<file path="src/rtl/vga_sync_gen.sv">
// -----------------------------------------------------------------------------
// vga_sync_gen
//
// Raster timing source for the display path. Produces the pixel/line counters,
// horizontal and vertical sync pin levels, an active-video flag, a one-cycle
// end-of-frame tick and a slow blink square wave for the renderers.
//
// Ports:
//   clk          in   pixel clock (25.175 MHz nominal for 640x480@60)
//   rst_n        in   asynchronous active-low reset
//   pix_x        out  current column, 0..H_TOTAL-1
//   pix_y        out  current line,   0..V_TOTAL-1
//   hsync        out  horizontal sync pin level (SYNC_POL inside the pulse)
//   v_sync       out  vertical sync pin level, also the renderer frame clock
//   video_active out  high while (pix_x, pix_y) lies in the visible area
//   frame_tick   out  one-cycle pulse on the last pixel of each frame
//   blink_signal out  square wave, BLINK_FRAMES frames per half-period
//
// Every output is a flop. The decoded outputs are computed from the
// next-state counter values so that they line up with the pix_x/pix_y shown
// in the same cycle.
// -----------------------------------------------------------------------------
module vga_sync_gen #(
  parameter int H_ACTIVE     = 640,
  parameter int H_FP         = 16,
  parameter int H_SYNC       = 96,
  parameter int H_BP         = 48,
  parameter int V_ACTIVE     = 480,
  parameter int V_FP         = 10,
  parameter int V_SYNC       = 2,
  parameter int V_BP         = 33,
  parameter bit SYNC_POL     = 1'b0,
  parameter int BLINK_FRAMES = 32
) (
  input  logic       clk,
  input  logic       rst_n,
  output logic [9:0] pix_x,
  output logic [9:0] pix_y,
  output logic       hsync,
  output logic       v_sync,
  output logic       video_active,
  output logic       frame_tick,
  output logic       blink_signal
);

  // ---------------------------------------------------------------------------
  // Derived timing constants
  // ---------------------------------------------------------------------------
  localparam int H_TOTAL  = H_ACTIVE + H_FP + H_SYNC + H_BP;
  localparam int V_TOTAL  = V_ACTIVE + V_FP + V_SYNC + V_BP;
  localparam int HS_START = H_ACTIVE + H_FP;
  localparam int HS_END   = HS_START + H_SYNC;
  localparam int VS_START = V_ACTIVE + V_FP;
  localparam int VS_END   = VS_START + V_SYNC;

  // Frame counter is at least one bit wide so BLINK_FRAMES = 1 still builds.
  localparam int FC_W = (BLINK_FRAMES > 1) ? $clog2(BLINK_FRAMES) : 1;

  localparam logic [9:0]      H_LAST  = 10'(H_TOTAL - 1);
  localparam logic [9:0]      V_LAST  = 10'(V_TOTAL - 1);
  localparam logic [FC_W-1:0] FC_LAST = FC_W'(BLINK_FRAMES - 1);

  // ---------------------------------------------------------------------------
  // Parameter sanity: the 10-bit counters cannot represent a total above 1024.
  // ---------------------------------------------------------------------------
  generate
    if (H_TOTAL > 1024 || H_TOTAL < 1) begin : g_bad_h_total
      $error("vga_sync_gen: H_TOTAL must be in 1..1024");
    end
    if (V_TOTAL > 1024 || V_TOTAL < 1) begin : g_bad_v_total
      $error("vga_sync_gen: V_TOTAL must be in 1..1024");
    end
    if (BLINK_FRAMES < 1) begin : g_bad_blink
      $error("vga_sync_gen: BLINK_FRAMES must be >= 1");
    end
  endgenerate

  // ---------------------------------------------------------------------------
  // State
  // ---------------------------------------------------------------------------
  logic [9:0]      r_x;
  logic [9:0]      r_y;
  logic            r_hsync;
  logic            r_vsync;
  logic            r_active;
  logic            r_frame_tick;
  logic            r_blink;
  logic [FC_W-1:0] r_frame_cnt;

  // ---------------------------------------------------------------------------
  // Next-state counters and decode
  // ---------------------------------------------------------------------------
  logic       w_x_last;
  logic       w_y_last;
  logic [9:0] w_x_next;
  logic [9:0] w_y_next;
  logic       w_hs_window;
  logic       w_vs_window;
  logic       w_active_next;
  logic       w_tick_next;

  always_comb begin
    w_x_last = (r_x == H_LAST);
    w_y_last = (r_y == V_LAST);

    // Wrap by compare so neither counter ever passes its total.
    w_x_next = w_x_last ? 10'd0 : (r_x + 10'd1);
    if (w_x_last) begin
      w_y_next = w_y_last ? 10'd0 : (r_y + 10'd1);
    end else begin
      w_y_next = r_y;
    end

    // Window bounds may equal 1024, so compare in 11 bits.
    w_hs_window   = ({1'b0, w_x_next} >= 11'(HS_START)) &&
                    ({1'b0, w_x_next} <  11'(HS_END));
    w_vs_window   = ({1'b0, w_y_next} >= 11'(VS_START)) &&
                    ({1'b0, w_y_next} <  11'(VS_END));
    w_active_next = ({1'b0, w_x_next} < 11'(H_ACTIVE)) &&
                    ({1'b0, w_y_next} < 11'(V_ACTIVE));
    w_tick_next   = (w_x_next == H_LAST) && (w_y_next == V_LAST);
  end

  // ---------------------------------------------------------------------------
  // Registers
  // ---------------------------------------------------------------------------
  always_ff @(posedge clk or negedge rst_n) begin
    if (!rst_n) begin
      r_x          <= 10'd0;
      r_y          <= 10'd0;
      r_hsync      <= ~SYNC_POL;
      r_vsync      <= ~SYNC_POL;
      r_active     <= 1'b1;
      r_frame_tick <= 1'b0;
      r_blink      <= 1'b1;
      r_frame_cnt  <= '0;
    end else begin
      r_x          <= w_x_next;
      r_y          <= w_y_next;
      r_hsync      <= w_hs_window ? SYNC_POL : ~SYNC_POL;
      r_vsync      <= w_vs_window ? SYNC_POL : ~SYNC_POL;
      r_active     <= w_active_next;
      r_frame_tick <= w_tick_next;

      // r_frame_tick marks the last pixel; this edge is the wrap to (0,0),
      // which is where the blink output is allowed to change.
      if (r_frame_tick) begin
        if (r_frame_cnt == FC_LAST) begin
          r_frame_cnt <= '0;
          r_blink     <= ~r_blink;
        end else begin
          r_frame_cnt <= r_frame_cnt + 1'b1;
        end
      end
    end
  end

  assign pix_x        = r_x;
  assign pix_y        = r_y;
  assign hsync        = r_hsync;
  assign v_sync       = r_vsync;
  assign video_active = r_active;
  assign frame_tick   = r_frame_tick;
  assign blink_signal = r_blink;

endmodule

</file>
<file path="config.mk">
export PLATFORM = sky130hd
export DESIGN_NAME = vga_sync_gen
export DESIGN_NICKNAME = d
export VERILOG_FILES = /design/src/rtl/vga_sync_gen.sv
export SDC_FILE = /design/constraint.sdc
export NUM_CORES = 1
export LEC_CHECK = 0
export CAP_MARGIN = 40
export CORE_MARGIN = 3
export CORE_UTILIZATION = 50
export CTS_BUF_LIST = sky130_fd_sc_hd__clkbuf_4
export DETAILED_ROUTE_END_ITERATION = 8
export PLACE_DENSITY = 0.84
export SYNTH_ARGS = -nofsm -noshare
export SYNTH_HDL_FRONTEND = slang
export SYNTH_SLANG_ARGS = --single-unit
</file>
<file path="constraint.sdc">
create_clock -name clk -period 2.3 [get_ports clk]
set_input_delay 0.46 -clock clk [delete_from_list [all_inputs] [get_ports clk]]
set_output_delay 0.46 -clock clk [all_outputs]
set_load 0.05 [all_outputs]
</file>
; Yosys cells after proc, flatten, opt, wreduce, memory -nomap -nowiden
; Index checks and enable logic that the tools add are counted.
[op_classes]
n_lt_le_gt_ge = 6
n_mux = 6
n_bitwise = 1
n_reduce_logical = 5
add_sub_neg = 3
eq_ne = 5
[op_table]
columns = op, n
row1 = 10-bit equality test (second input constant), 4
row2 = 10-bit 2-to-1 mux, 3
row3 = 10-bit by 1-bit adder with 10-bit output (second input constant), 2
row4 = 10-bit less-than comparator (second input constant), 2
row5 = 10-bit by 9-bit less-than comparator with 1-bit output (second input constant), 2
row6 = 10-bit >= comparator (second input constant), 1
row7 = 10-bit by 9-bit >= comparator with 1-bit output (second input constant), 1
row8 = 5-bit by 1-bit adder with 5-bit output (second input constant), 1
row9 = 5-bit equality test (second input constant), 1
row10 = 5-bit 2-to-1 mux, 1
row11 = 1-bit logical AND, 4
row12 = 1-bit 2-to-1 mux, 2
row13 = 2-bit AND reduction, 1
row14 = 1-bit NOT, 1
[totals]
inputBits = 2
elab_cells = 34
output_inout_bits = 25
regBits = 30

; Longest topological paths before layout
; Gate-level depths: netlist (run 1).
[depth]
depth_word = 6
mapped_depth = 8
ltp_nobuf = 8

; Least setup slack after synthesis (run 1)
; No wires, ideal clock.
[synth_timing]
path_kind = register to register
startpoint = register r_x[0] (netlist: pix_x[0])
endpoint = register r_vsync (netlist: v_sync)
synth_period_minus_slack_ns = 2.700
n_path_buf = 1
setup_time_ns = 0.094
slack_ns = -0.400
t_arrival_ns = 2.606
stages_incl_launch_ff = 9
required_ns = 2.206
cell_sequence = dfrtp_1 ha_1 nand4_2 or3_1 buf_6 nor2_8 xor2_4 nand4_1 or4_1
[synth_between]
elab_chain_len = 5
word_cells_on_any_way = 6
cone_classes = order compare (2) / eq/ne (1) / mux (2) / reduce/logical (1)
[synth_lines]
columns = item, line_no
row1 = from (decl), 81  ; logic [9:0] r_x;
row2 = from (signal assigned), 138  ; r_x <= w_x_next;
row3 = 10-bit equality test *, 103  ; w_x_last = (r_x == H_LAST);
row4 = 10-bit 2-to-1 mux *, 108  ; if (w_x_last) begin
row5 = named net w_y_next[7], 96  ; logic [9:0] w_y_next;
row6 = 10-bit by 9-bit >= comparator with 1-bit output or 10-bit by 9-bit less-than comparator with 1-bit output (tied branches), "117, 118"
row7 = 1-bit logical AND *, 117  ; w_vs_window = ({1'b0, w_y_next} >= 11'(VS_START)) &&
row8 = 1-bit 2-to-1 mux *, 141  ; r_vsync <= w_vs_window ? SYNC_POL : ~SYNC_POL;
row9 = to (signal assigned), 132  ; r_vsync <= ~SYNC_POL;
row10 = to (signal assigned), 141
row11 = to (decl), 84  ; logic r_vsync;
; Mark *: on every way through the listed nets, which the timed path passes. The rest lies on a longest branch.
; A chain may end at the register's enable or synchronous reset.

; Worst setup path in the final report (run 1)
[layout_timing]
startpoint = register r_x[5] (netlist: pix_x[5])
endpoint = register r_vsync (netlist: v_sync)
; The elaborated chain is that of the path after synthesis.

==> flow_results.xml, run 1 <==
<?xml version="1.0" encoding="UTF-8"?>
<metrics>
  <group name="critical_path">
    <metric name="cp-end-kind" unit="">flip-flop</metric>
    <metric name="timing.critical_path.from_type" unit="">flip-flop</metric>
    <metric name="critical_path.max_fanout" unit="">6</metric>
    <metric name="cp.required" unit="ns">2.53</metric>
    <metric name="worstSetupPathType" unit="">flip-flop to flip-flop</metric>
    <metric name="arrival" unit="ns">2.50</metric>
  </group>
  <group name="die">
    <metric name="io-pin-count" unit="">27</metric>
    <metric name="die_h" unit="um">65.17</metric>
    <metric name="placement_rows" unit="">20</metric>
    <metric name="fp.dieArea" unit="um^2">4247</metric>
    <metric name="initial_core_utilization" unit="%">54.65</metric>
    <metric name="die_w" unit="um">65.17</metric>
    <metric name="core" unit="um^2">3203</metric>
  </group>
  <group name="sta">
    <metric name="fin_crit_sh" unit="%">98.81</metric>
    <metric name="worst_pin_slew" unit="ns">0.5212</metric>
    <metric name="setup-violations-final" unit="">0</metric>
    <metric name="finalSetupTns" unit="ns">0</metric>
    <metric name="finalClockSkew" unit="ns">0.01446</metric>
    <metric name="setup_slack" unit="ns">0.02734</metric>
    <metric name="slew_headroom" unit="%">65.15</metric>
    <metric name="clock_period_minus_final_worst_setup_slack" unit="ns">2.273</metric>
    <metric name="unrepaired_setup_endpoints_after_global_routing" unit="">yes</metric>
    <metric name="timing.fmax" unit="MHz">440.0</metric>
    <metric name="timing.final.hold_violations" unit="">0</metric>
    <metric name="report.final.slew_viol_count" unit="">0</metric>
  </group>
  <group name="cts">
    <metric name="cts_sinks" unit="">30</metric>
    <metric name="worst_skew_pair.late_latency" unit="ns">0.32</metric>
    <metric name="cts-buffers-inserted" unit="">5</metric>
    <metric name="clockBufferDepth" unit="">2</metric>
    <metric name="clock_tree.htree_level_count" unit="">2</metric>
    <metric name="tritoncts_clock_tree" unit="">built</metric>
    <metric name="cts_root_buf" unit="">sky130_fd_sc_hd__clkbuf_4</metric>
    <metric name="path_clk_slew" unit="ns">0.09</metric>
  </group>
  <group name="drt">
    <metric name="detail_route.drc_violations" unit="">0</metric>
    <metric name="routed_wire_length_per_instance" unit="um">15.65</metric>
    <metric name="met2WireLength" unit="mm">2.260</metric>
    <metric name="detailedRoute.firstPassIterationCount" unit="">4</metric>
    <metric name="route.detailed.vias_per_inst" unit="">5.627</metric>
    <metric name="postRouteWirelength" unit="mm">4.320</metric>
    <metric name="top_layer_reached_by_signal_wires" unit="">met4</metric>
    <metric name="ant_nets" unit="">0</metric>
    <metric name="wl_met3" unit="um">246</metric>
    <metric name="drt_iter0_markers" unit="">119</metric>
    <metric name="detail_route.wirelength.met1" unit="mm">1.764</metric>
    <metric name="routed-via-count" unit="">1553</metric>
  </group>
  <group name="global_routing">
    <metric name="pin_count_of_the_biggest_net_entering_global_routing" unit="">31</metric>
    <metric name="grt.overflow.total" unit="">0</metric>
    <metric name="first_pass_grt_wire_length" unit="mm">6.913</metric>
    <metric name="grt_antenna_before_repair" unit="">0</metric>
    <metric name="grtUsageTotal" unit="%">21.25</metric>
    <metric name="grt_pass1_vias" unit="">1565</metric>
  </group>
  <group name="final_layout">
    <metric name="area.growth.synth_to_final" unit="%">34.88</metric>
    <metric name="layout.cells.most_common" unit="">sky130_fd_sc_hd__buf_4</metric>
    <metric name="finalNonFillerCells" unit="">276</metric>
    <metric name="antenna_cells" unit="">0</metric>
    <metric name="filler_cell_count" unit="">248</metric>
    <metric name="mostFrequentLayoutCells" unit="">sky130_fd_sc_hd__buf_4, sky130_fd_sc_hd__clkdlybuf4s50_1, sky130_fd_sc_hd__dfrtp_1, sky130_fd_sc_hd__nand2_1, sky130_fd_sc_hd__o21ai_0</metric>
    <metric name="fraction_of_layout_cells_with_a_size_suffix_above_1" unit="%">28.02</metric>
    <metric name="number_of_nets_in_the_layout" unit="">239</metric>
  </group>
  <group name="place">
    <metric name="post_place_setup_slack" unit="ns">-0.07461</metric>
    <metric name="place_inst" unit="">265</metric>
    <metric name="gp_congestion" unit="">0.8190</metric>
    <metric name="hpwlAfterDp" unit="mm">3.119</metric>
    <metric name="port_buffers" unit="">26</metric>
  </group>
  <group name="logic_synthesis">
    <metric name="mappedNetlistArea" unit="um^2">1750</metric>
    <metric name="synth_enable_flop_cells" unit="">0</metric>
    <metric name="synthDistinctLibCells" unit="">48</metric>
    <metric name="synthArstFlopShare" unit="%">100.0</metric>
    <metric name="ys.flop_type" unit="">sky130_fd_sc_hd__dfrtp_1</metric>
    <metric name="count_of_synthesis_stage_warnings_from_yosys" unit="">0</metric>
    <metric name="ys_seq_elements" unit="">30</metric>
    <metric name="ys_seq_area_share" unit="%">43.17</metric>
    <metric name="syn_area_per_cell" unit="um^2">9.779</metric>
    <metric name="mappedNetlistNets" unit="">187</metric>
    <metric name="synth_cells" unit="">179</metric>
  </group>
  <group name="power_and_ir_drop">
    <metric name="power_frac_seq" unit="%">62.2</metric>
    <metric name="netSwitchingFraction" unit="%">20.93</metric>
    <metric name="p_leak" unit="nW">1.058</metric>
    <metric name="power_switching" unit="mW">0.1776</metric>
    <metric name="p_int" unit="mW">0.6707</metric>
    <metric name="power_per_cell_area" unit="nW/um^2">359.3</metric>
    <metric name="clkPwrFrac" unit="%">36.4</metric>
    <metric name="irDropWorstVdd" unit="V">0.0003151</metric>
    <metric name="power_frac_comb" unit="%">1.5</metric>
  </group>
  <group name="job">
    <metric name="max_cap_violations" unit="">0</metric>
  </group>
  <group name="status">
    <metric name="outcome" unit="">completed</metric>
  </group>
  <group name="min_path">
    <metric name="worst_hold_path_type" unit="">flip-flop to flip-flop</metric>
  </group>
</metrics>
-- area by class of cell --
type                    instances  area (um^2)  share of cell area (%)
multi-input cells             131        977.2                   41.39
flip-flops and latches         30        765.7                   32.43
repair buffers                 53        469.2                   19.87
well taps                      44        55.05                   2.332
clock buffers                   7        52.55                   2.226
inverters                      10        37.54                   1.590
clock inverters                 1        3.754                  0.1590
-- power by group through the flow --
stage | Combinational, mW | Clock [mW] | Sequential (mW)
floorplan | 0.000000379 | 0 | 0.538
global placement | 0.0131 | 0 | 0.537
detailed placement | 0.0133 | 0 | 0.537
CTS | 0.0131 | 0.321 | 0.527
global route | 0.0146 | 0.345 | 0.527
finish | 0.0127 | 0.308 | 0.527
-- cells by family after synthesis --
kind of cell	Yosys count	share of synthesized area, %
AO/OA/AOI/OAI	36	13.30
adder cells (fa/ha/maj)	6	4.289
buffers and inverters	18	5.289
flip-flops	30	43.17
XOR/XNOR	11	6.576
multiplexers	2	1.215
AND/OR/NAND/NOR	76	26.16
-- Yosys cell counts, types with 2 or more instances --
library cell               count  area share (%)
sky130_fd_sc_hd__a21oi_1       4             1.1
sky130_fd_sc_hd__a22o_1        2             1.0
sky130_fd_sc_hd__a31oi_1       2            0.71
sky130_fd_sc_hd__and3_1        5             1.8
sky130_fd_sc_hd__and4_1        2             1.0
sky130_fd_sc_hd__buf_6         3             1.9
sky130_fd_sc_hd__clkbuf_1      3            0.64
sky130_fd_sc_hd__dfrtp_1      26              37
sky130_fd_sc_hd__dfstp_2       4             6.0
sky130_fd_sc_hd__ha_1          6             4.3
sky130_fd_sc_hd__inv_1        10             2.1
sky130_fd_sc_hd__nand2_1      15             3.2
sky130_fd_sc_hd__nand2b_1      8             2.9
sky130_fd_sc_hd__nand3_1       9             2.6
sky130_fd_sc_hd__nand3b_1      2            0.86
sky130_fd_sc_hd__nand4_1       4             1.4
sky130_fd_sc_hd__nand4b_1      2             1.0
sky130_fd_sc_hd__nor2_1       10             2.1
sky130_fd_sc_hd__nor3_1        3            0.86
sky130_fd_sc_hd__o21ai_0      13             3.7
sky130_fd_sc_hd__o22ai_1       3             1.1
sky130_fd_sc_hd__o31ai_1       5             2.1
sky130_fd_sc_hd__or3_1         3             1.1
sky130_fd_sc_hd__or4_1         3             1.3
sky130_fd_sc_hd__xnor2_1       5             2.5
sky130_fd_sc_hd__xor2_1        5             2.5
-- metal layers --
| metal | vias to the layer above | track usage [%] |
|---|---|---|
| li1 | 750 | - |
| met3 | 6 | 4.615 |
| met1 | 749 | 24.97 |
| met5 | - | 0 |
| met2 | 48 | 36.16 |
| met4 | 0 | 11.14 |
-- per-stage QoR --
step / hold WS, ns / total power [mW] / util, % / instance area, um^2
2_1_floorplan: 0.1644 / 0.5376 / - / 1782
3_3_place_gp: 0.4581 / 0.5505 / 69.38 / 2222
3_5_place_dp: 0.4864 / 0.5507 / 69.38 / 2222
4_1_cts: 0.5003 / 0.8610 / 71.68 / 2296
5_1_grt: 0.5190 / 0.8869 / 73.71 / 2361
6_report: 0.4947 / 0.8483 / 73.71 / 2361
-- flip-flops by register name, summed over array words and instances, names as in the netlist --
register and cells:
r_frame_cnt 5, video_active 1, frame_tick 1, v_sync 1, pix_x 10, pix_y 10
hsync 1, blink_signal 1
-- critical path: stages, from the launching register on --
cell and delay, ns:
sky130_fd_sc_hd__dfrtp_2 0.42, sky130_fd_sc_hd__or3_4 0.41, sky130_fd_sc_hd__or3_4 0.40, sky130_fd_sc_hd__nor2_8 0.15
sky130_fd_sc_hd__xor2_4 0.18, sky130_fd_sc_hd__nand4_1 0.12, sky130_fd_sc_hd__or4_1 0.51
-- what timing repair did --
action	in CTS	in global routing
hold buffers	0	0
gates resized for setup	6	9
pin swaps	2	3
buffers inserted	1	2
setup endpoints to repair	2	3
-- worst paths after layout --
kind	startpoint	to	slack, ns	depth (start not counted)
min in group asynchronous	rst_n	r_frame_cnt[2]	0.52	2
setup / recovery	pix_x[5]	v_sync	0.03	6
setup reg to reg	pix_x[5]	v_sync	0.03	6
max in group asynchronous	rst_n	video_active	1.45	2
hold reg to reg	blink_signal	blink_signal	0.49	1
hold / removal	blink_signal	blink_signal	0.49	1
Note: power is estimated with default switching activity, not from simulation.
==> run 2, diff against run 1 <==
Settings changed: SLEW_MARGIN set to 20, TNS_END_PERCENT set to 50.
==> results of run 2 <==
No change in the layout: final DEF, timing and power equal those of run 1.
==> run 3, diff against run 2 <==
Clock period 2.3 ns to 1.9 ns, I/O delays scaled along.
==> run 3 against run 2 <==
The run now ends with setup timing left. Fmax fell by 2.9%. Count of clock-buffer cells in the layout is 2 lower. Routed wire length increased by 18%. Die area is the same. Sequential share of layout area is 1.8 points lower. Utilization up 4.3 points. Global-route usage grew 2.2 points. First-iteration DRC count is 0.84% higher. Sequential power is 21% higher. Power is 38% higher. Final cell count increased by 5.8%. Register-to-register slack worse by 0.47 ns. Largest power group unchanged.
==> flow_results.xml, run 3 (synthesized netlist as in run 1, its figures left out) <==
<?xml version="1.0" encoding="UTF-8"?>
<metrics>
  <group name="place">
    <metric name="port_buffers" unit="">26</metric>
    <metric name="place_inst" unit="">280</metric>
    <metric name="hpwlAfterDp" unit="mm">3.281</metric>
    <metric name="gp_congestion" unit="">0.9355</metric>
    <metric name="post_place_setup_slack" unit="ns">-0.4536</metric>
    <metric name="placed_area" unit="um^2">2280</metric>
  </group>
  <group name="min_path">
    <metric name="worst_hold_path_type" unit="">input pin to async pin</metric>
  </group>
  <group name="die">
    <metric name="die_h" unit="um">65.17</metric>
    <metric name="placement_rows" unit="">20</metric>
    <metric name="io-pin-count" unit="">27</metric>
    <metric name="initial_core_utilization" unit="%">54.65</metric>
    <metric name="fp.dieArea" unit="um^2">4247</metric>
    <metric name="die_w" unit="um">65.17</metric>
    <metric name="core" unit="um^2">3203</metric>
  </group>
  <group name="final_layout">
    <metric name="number_of_nets_in_the_layout" unit="">255</metric>
    <metric name="antenna_cells" unit="">0</metric>
    <metric name="mostFrequentLayoutCells" unit="">sky130_fd_sc_hd__buf_4, sky130_fd_sc_hd__dfrtp_1, sky130_fd_sc_hd__nand2_1, sky130_fd_sc_hd__o21ai_0</metric>
    <metric name="finalNonFillerCells" unit="">292</metric>
    <metric name="area.growth.synth_to_final" unit="%">42.75</metric>
    <metric name="layout.cells.most_common" unit="">sky130_fd_sc_hd__buf_4</metric>
    <metric name="final_core_utilization" unit="%">78.01</metric>
    <metric name="post_route_cell_area" unit="um^2">2499</metric>
    <metric name="filler_cell_count" unit="">225</metric>
    <metric name="fraction_of_layout_cells_with_a_size_suffix_above_1" unit="%">46.37</metric>
  </group>
  <group name="drt">
    <metric name="ant_nets" unit="">0</metric>
    <metric name="detailedRoute.firstPassIterationCount" unit="">4</metric>
    <metric name="drt_iter0_markers" unit="">120</metric>
    <metric name="detail_route.drc_violations" unit="">0</metric>
    <metric name="routed_wire_length_per_instance" unit="um">17.48</metric>
    <metric name="route.detailed.vias_per_inst" unit="">5.873</metric>
    <metric name="postRouteWirelength" unit="mm">5.103</metric>
    <metric name="routed-via-count" unit="">1715</metric>
  </group>
  <group name="global_routing">
    <metric name="pin_count_of_the_biggest_net_entering_global_routing" unit="">31</metric>
    <metric name="first_pass_grt_wire_length" unit="mm">7.665</metric>
    <metric name="grt_antenna_before_repair" unit="">0</metric>
    <metric name="grtUsageTotal" unit="%">23.45</metric>
    <metric name="grt_pass1_vias" unit="">1702</metric>
    <metric name="grt.overflow.total" unit="">0</metric>
  </group>
  <group name="critical_path">
    <metric name="arrival" unit="ns">2.61</metric>
    <metric name="cp-end-kind" unit="">flip-flop</metric>
    <metric name="cp.required" unit="ns">2.17</metric>
    <metric name="timing.reg2reg.worst_path_depth" unit="">6</metric>
    <metric name="timing.critical_path.from_type" unit="">flip-flop</metric>
    <metric name="r2r_end" unit="">v_sync</metric>
    <metric name="rr_startpoint" unit="">pix_x[6]</metric>
    <metric name="reg2reg_setup_slack" unit="ns">-0.44</metric>
    <metric name="worstSetupPathType" unit="">flip-flop to flip-flop</metric>
    <metric name="critical_path.max_fanout" unit="">4</metric>
  </group>
  <group name="sta">
    <metric name="finalClockSkew" unit="ns">0.008361</metric>
    <metric name="finalSetupTns" unit="ns">-1.373</metric>
    <metric name="unrepaired_setup_endpoints_after_global_routing" unit="">yes</metric>
    <metric name="timing.final.hold_violations" unit="">0</metric>
    <metric name="report.final.slew_viol_count" unit="">0</metric>
    <metric name="fin_crit_sh" unit="%">123.2</metric>
    <metric name="slew_headroom" unit="%">74.22</metric>
    <metric name="timing.fmax" unit="MHz">427.2</metric>
    <metric name="setup_slack" unit="ns">-0.4410</metric>
    <metric name="clock_period_minus_final_worst_setup_slack" unit="ns">2.341</metric>
    <metric name="fin_hold_ws" unit="ns">0.4202</metric>
    <metric name="worst_pin_slew" unit="ns">0.3834</metric>
    <metric name="setup-violations-final" unit="">5</metric>
  </group>
  <group name="cts">
    <metric name="cts_sinks" unit="">30</metric>
    <metric name="tritoncts_clock_tree" unit="">built</metric>
    <metric name="cts-buffers-inserted" unit="">5</metric>
    <metric name="worst_skew_pair.late_latency" unit="ns">0.34</metric>
    <metric name="cts_root_buf" unit="">sky130_fd_sc_hd__clkbuf_4</metric>
    <metric name="path_clk_slew" unit="ns">0.10</metric>
    <metric name="clockBufferDepth" unit="">2</metric>
    <metric name="clock_tree.htree_level_count" unit="">2</metric>
  </group>
  <group name="power_and_ir_drop">
    <metric name="power_per_cell_area" unit="nW/um^2">468.6</metric>
    <metric name="p_leak" unit="nW">1.177</metric>
    <metric name="irDropWorstVdd" unit="V">0.0002991</metric>
    <metric name="post-layout-total-power" unit="mW">1.171</metric>
  </group>
  <group name="status">
    <metric name="outcome" unit="">complete, but fails checks</metric>
    <metric name="failed_checks" unit="">setup timing</metric>
  </group>
  <group name="job">
    <metric name="max_cap_violations" unit="">0</metric>
  </group>
</metrics>
==> run 3: how the worst max path moves through the flow <==
stage,start,depth (start not counted),to,slack [ns]
after global placement,pix_x[5],6,v_sync,-0.40
after CTS,pix_x[6],6,v_sync,-0.39
final,pix_x[6],6,v_sync,-0.44
after detailed placement,pix_x[0],7,v_sync,-0.45
after global routing,pix_x[6],6,v_sync,-0.49
after floorplan,pix_x[5],8,v_sync,-0.57
==> run 3: final cells by class <==
cell class,instances,area [um^2],area share [%]
sequential,30,765.7,30.65
clock inverter,3,40.04,1.602
tap,44,55.05,2.203
timing repair buffer,69,531.8,21.28
multi-input combinational,131,1031,41.26
inverter,10,37.54,1.502
clock buffer,5,37.54,1.502
==> run 3: worst max-delay path, cell delays in order, from the launching register on <==
cell                      delay, ns
sky130_fd_sc_hd__dfrtp_2       0.41
sky130_fd_sc_hd__or3_4         0.41
sky130_fd_sc_hd__or3_4         0.45
sky130_fd_sc_hd__nor2_8        0.13
sky130_fd_sc_hd__xor2_4        0.18
sky130_fd_sc_hd__nand4_1       0.17
sky130_fd_sc_hd__or4_1         0.51
==> run 3: repair_timing <==
action	CTS	global route
setup endpoints to repair	8	10
gates resized for setup	6	20
hold buffers	0	0
pin swaps	8	3
buffers inserted	1	4
==> run 3: metal layers <==
layer | wire length [um] | vias up | track usage (%)
li1 | - | 780 | -
met1 | 1980 | 856 | 27.99
met2 | 2690 | 62 | 40.33
met3 | 272 | 17 | 5.812
met4 | 160 | 0 | 9.326
met5 | 0 | - | 0
==> run 3: where the power goes <==
part / switching, mW / internal [mW]
Clock: 0.244 / 0.272
Sequential: 0 / 0.638
Combinational: 0.0125 / 0.00314
==> variant: new RTL, config.mk and constraints of run 1 <==
The parameter `BLINK_FRAMES` goes from 32 to 128.
--- a/src/rtl/vga_sync_gen.sv
+++ b/src/rtl/vga_sync_gen.sv
@@ -30,7 +30,7 @@
   parameter int V_SYNC       = 2,
   parameter int V_BP         = 33,
   parameter bit SYNC_POL     = 1'b0,
-  parameter int BLINK_FRAMES = 32
+  parameter int BLINK_FRAMES = 128
 ) (
   input  logic       clk,
   input  logic       rst_n,
Formal check against the unedited RTL: same outputs for any inputs over 10 cycles, from zero or initial values and one cycle with rst_n low; that may be too few to reach the edited logic, so the function may still have changed.
==> variant against run 1 <==
Sequential cell count up 2; sequential share of layout area up 4.1 points; register-to-register slack better by 0.16 ns; power up 5.8%; largest power group unchanged; design area down 5.5%; count of clock-buffer cells in the layout down 2; synthesized area up 3.3%; via count down 2.1%; critical endpoint is now v_sync; synthesized cell count up 10%; worst setup slack better by 0.13 ns; routed wire length down 14%.
==> variant: results (changes against run 1) <==
stage,metric,value,unit,change
global_routing,grt_pass1_vias,1394,,-11%
critical_path,r2r-end,v_sync,,
critical_path,cp_max_fo,1,,-5
place,dp_hpwl,2.655,mm,-15%
clocking,clock-root-buffer,clkbuf_4,,
logic_synthesis,synth.top_cells.by_area,"dfrtp_1 (39%), dfstp_2 (5.8%), nand2_1 (5.8%), xor2_1 (4.8%), xnor2_1 (4.4%)",,
critical_path,critical_path.top_delay_family,buffers and inverters,,
critical_path,ff2ff_path_depth,7,,+1
critical_path,cpPeakStageDelay,0.80,ns,+0.29 ns
logic_synthesis,syn-num-nets,204,,+9.1%
critical_path,r2r_start,pix_x[1],,
drt,first_pass_iters,4,,unchanged
hold_path,hp-class,register to register,,
critical_path,cp_slowest_cell,clkdlybuf4s50_1,,
place,placed_cell_area,0.002153,mm2,-3.1%
clocking,clk_latency,0.33,ns,
logic_synthesis,netlist_top_cells_count,"dfrtp_1 (28), nand2_1 (28), nor2_1 (17)",,
clocking,clkTransAtPathRegs,0.11,ns,+0.02 ns
drt,wl,3.715,mm,-14%
place,io_buffer_count,26,,unchanged
logic_synthesis,synth_fa_ha_area_frac,0.03460,,-0.008286
timing,tightest_slew,0.4975,ns,-0.02369 ns
cells_and_area,nets,235,,-1.7%
global_routing,antenna_found_initial,0,,unchanged
cells_and_area,layout-drive-gt1-share,0.1659,,-0.1142
critical_path,ff2ff_setup_slack,0.19,ns,+0.16 ns
drt,num_vias,1520,,-2.1%
logic_synthesis,yosys.cell_types.count,43,,-10%
logic_synthesis,ys.warnings.count,0,,unchanged
critical_path,endpoint,v_sync,,
logic_synthesis,ys_seq_area_frac,0.4457,,+0.01394
power_and_ir_drop,ir_drop,309.2,uV,-1.9%
clocking,cts_buffers,5,,unchanged
floorplanning,fp.dieArea,0.004373,mm2,+3.0%
global_routing,grt_first_pass_wirelength,6.334,mm,-8.4%
timing,fin_skew,0.01254,ns,-0.001921 ns
logic_synthesis,synthMuxAreaShare,0.02353,,+0.01138
clocking,clockBufferDepth,2,,unchanged
outcome,status,finished clean,,
logic_synthesis,synthXorXnorAreaFrac,0.09204,,+0.02628
logic_synthesis,synth-compound-area-share,0.1038,,-0.02915
clocking,cts_max_level,2,,unchanged
global_routing,grt.total_usage,0.1881,,-0.02436
timing,hold_ws,0.5002,ns,+0.005554 ns
critical_path,crit_path_start,v_sync,,
power_and_ir_drop,power_leakage,0.9404,nW,-11%
global_routing,grt_max_degree,33,,+6.5%
place,globalplace.congestion,0.8637,,+5.5%
drt,drt_iter0_markers,84,,-29%
cells_and_area,antenna_cells,0,,unchanged
[variant: cell types whose count changed after synthesis, moves of 4 or more]
cell and change:
buf_2 +4, nand2_1 +13, nand2b_1 -6, nand4_1 +4, nor2_1 +7, o21ai_0 -4, o31ai_1 -5, xnor2_1 +4
xor2_1 +5
[variant: routing by layer]
metal / track usage / vias to the layer above / part of all wire
li1: - / 748 / -
met1: 0.2775 / 707 / 0.49
met2: 0.2726 / 58 / 0.44
met3: 0.04082 / 7 / 0.056
met4: 0.06091 / 0 / 0.013
met5: 0 / - / 0
[variant: repair_timing]
| item | in CTS | in global routing |
|---|---|---|
| setup endpoints to repair | 1 | 4 |
| buffers inserted | 0 | 1 |
| gates resized for setup | 1 | 5 |
| pin swaps | 0 | 1 |
[variant: area by class of cell]
cell class                 count  area [um2]
multi-input combinational    143       930.9
inverter                      11       41.29
timing repair buffer          35       330.3
clock buffer                   5       37.54
tap                           46       57.56
fill                         295        1184
clock inverter                 3       18.77
sequential                    32       815.8
[variant: worst min path at each step]
stage | start | to | depth (start not counted)
4_1_cts | r_frame_cnt[6] | r_frame_cnt[6] | 1
3_5_place_dp | r_frame_cnt[6] | r_frame_cnt[6] | 1
3_3_place_gp | r_frame_cnt[6] | r_frame_cnt[6] | 1
5_1_grt | rst_n | r_frame_cnt[0] | 2
2_1_floorplan | rst_n | frame_tick | 0
6_report | r_frame_cnt[6] | r_frame_cnt[6] | 1
[variant: cell families (layout without fill, tap and decap cells)]
family                     Yosys count  count (layout)
buffers and inverters               22              54
adders and majority gates            5               5
xor gates and xnor gates            19              19
DFF                                 32              32
and+or+nand+nor                     87              87
muxes                                4               4
AOI/OAI and AO/OA                   28              28
[variant: worst register-to-register path, delay by kind of cell (launching register included)]
kind / cells / cell delay, ns
adder cells (fa/ha/maj): 1 / 0.18
AND/OR/NAND/NOR: 5 / 1.27
flip-flops: 1 / 0.42
XOR/XNOR: 1 / 0.19
[variant: metrics by stage]
stage / total power [mW] / setup slack [ns] / std cells / util
3_5_place_dp: 0.5874 / 0.01707 / 266 / 0.6304
5_1_grt: 0.9419 / 0.02966 / 275 / 0.6535
6_report: 0.8972 / 0.1558 / 275 / 0.6535
3_3_place_gp: 0.5873 / 0.09542 / 266 / 0.6304
4_1_cts: 0.9101 / 0.01678 / 274 / 0.6473
2_1_floorplan: 0.5734 / -0.06749 / 197 / -
[variant: power breakdown]
part / internal [mW] / total [mW] / leakage (nW) / switching (mW)
logic: 0.00260 / 0.0133 / 0.497 / 0.0107
clock network: 0.117 / 0.321 / 0.0349 / 0.204
registers: 0.563 / 0.563 / 0.408 / 0
total: 0.682 / 0.897 / 0.940 / 0.215
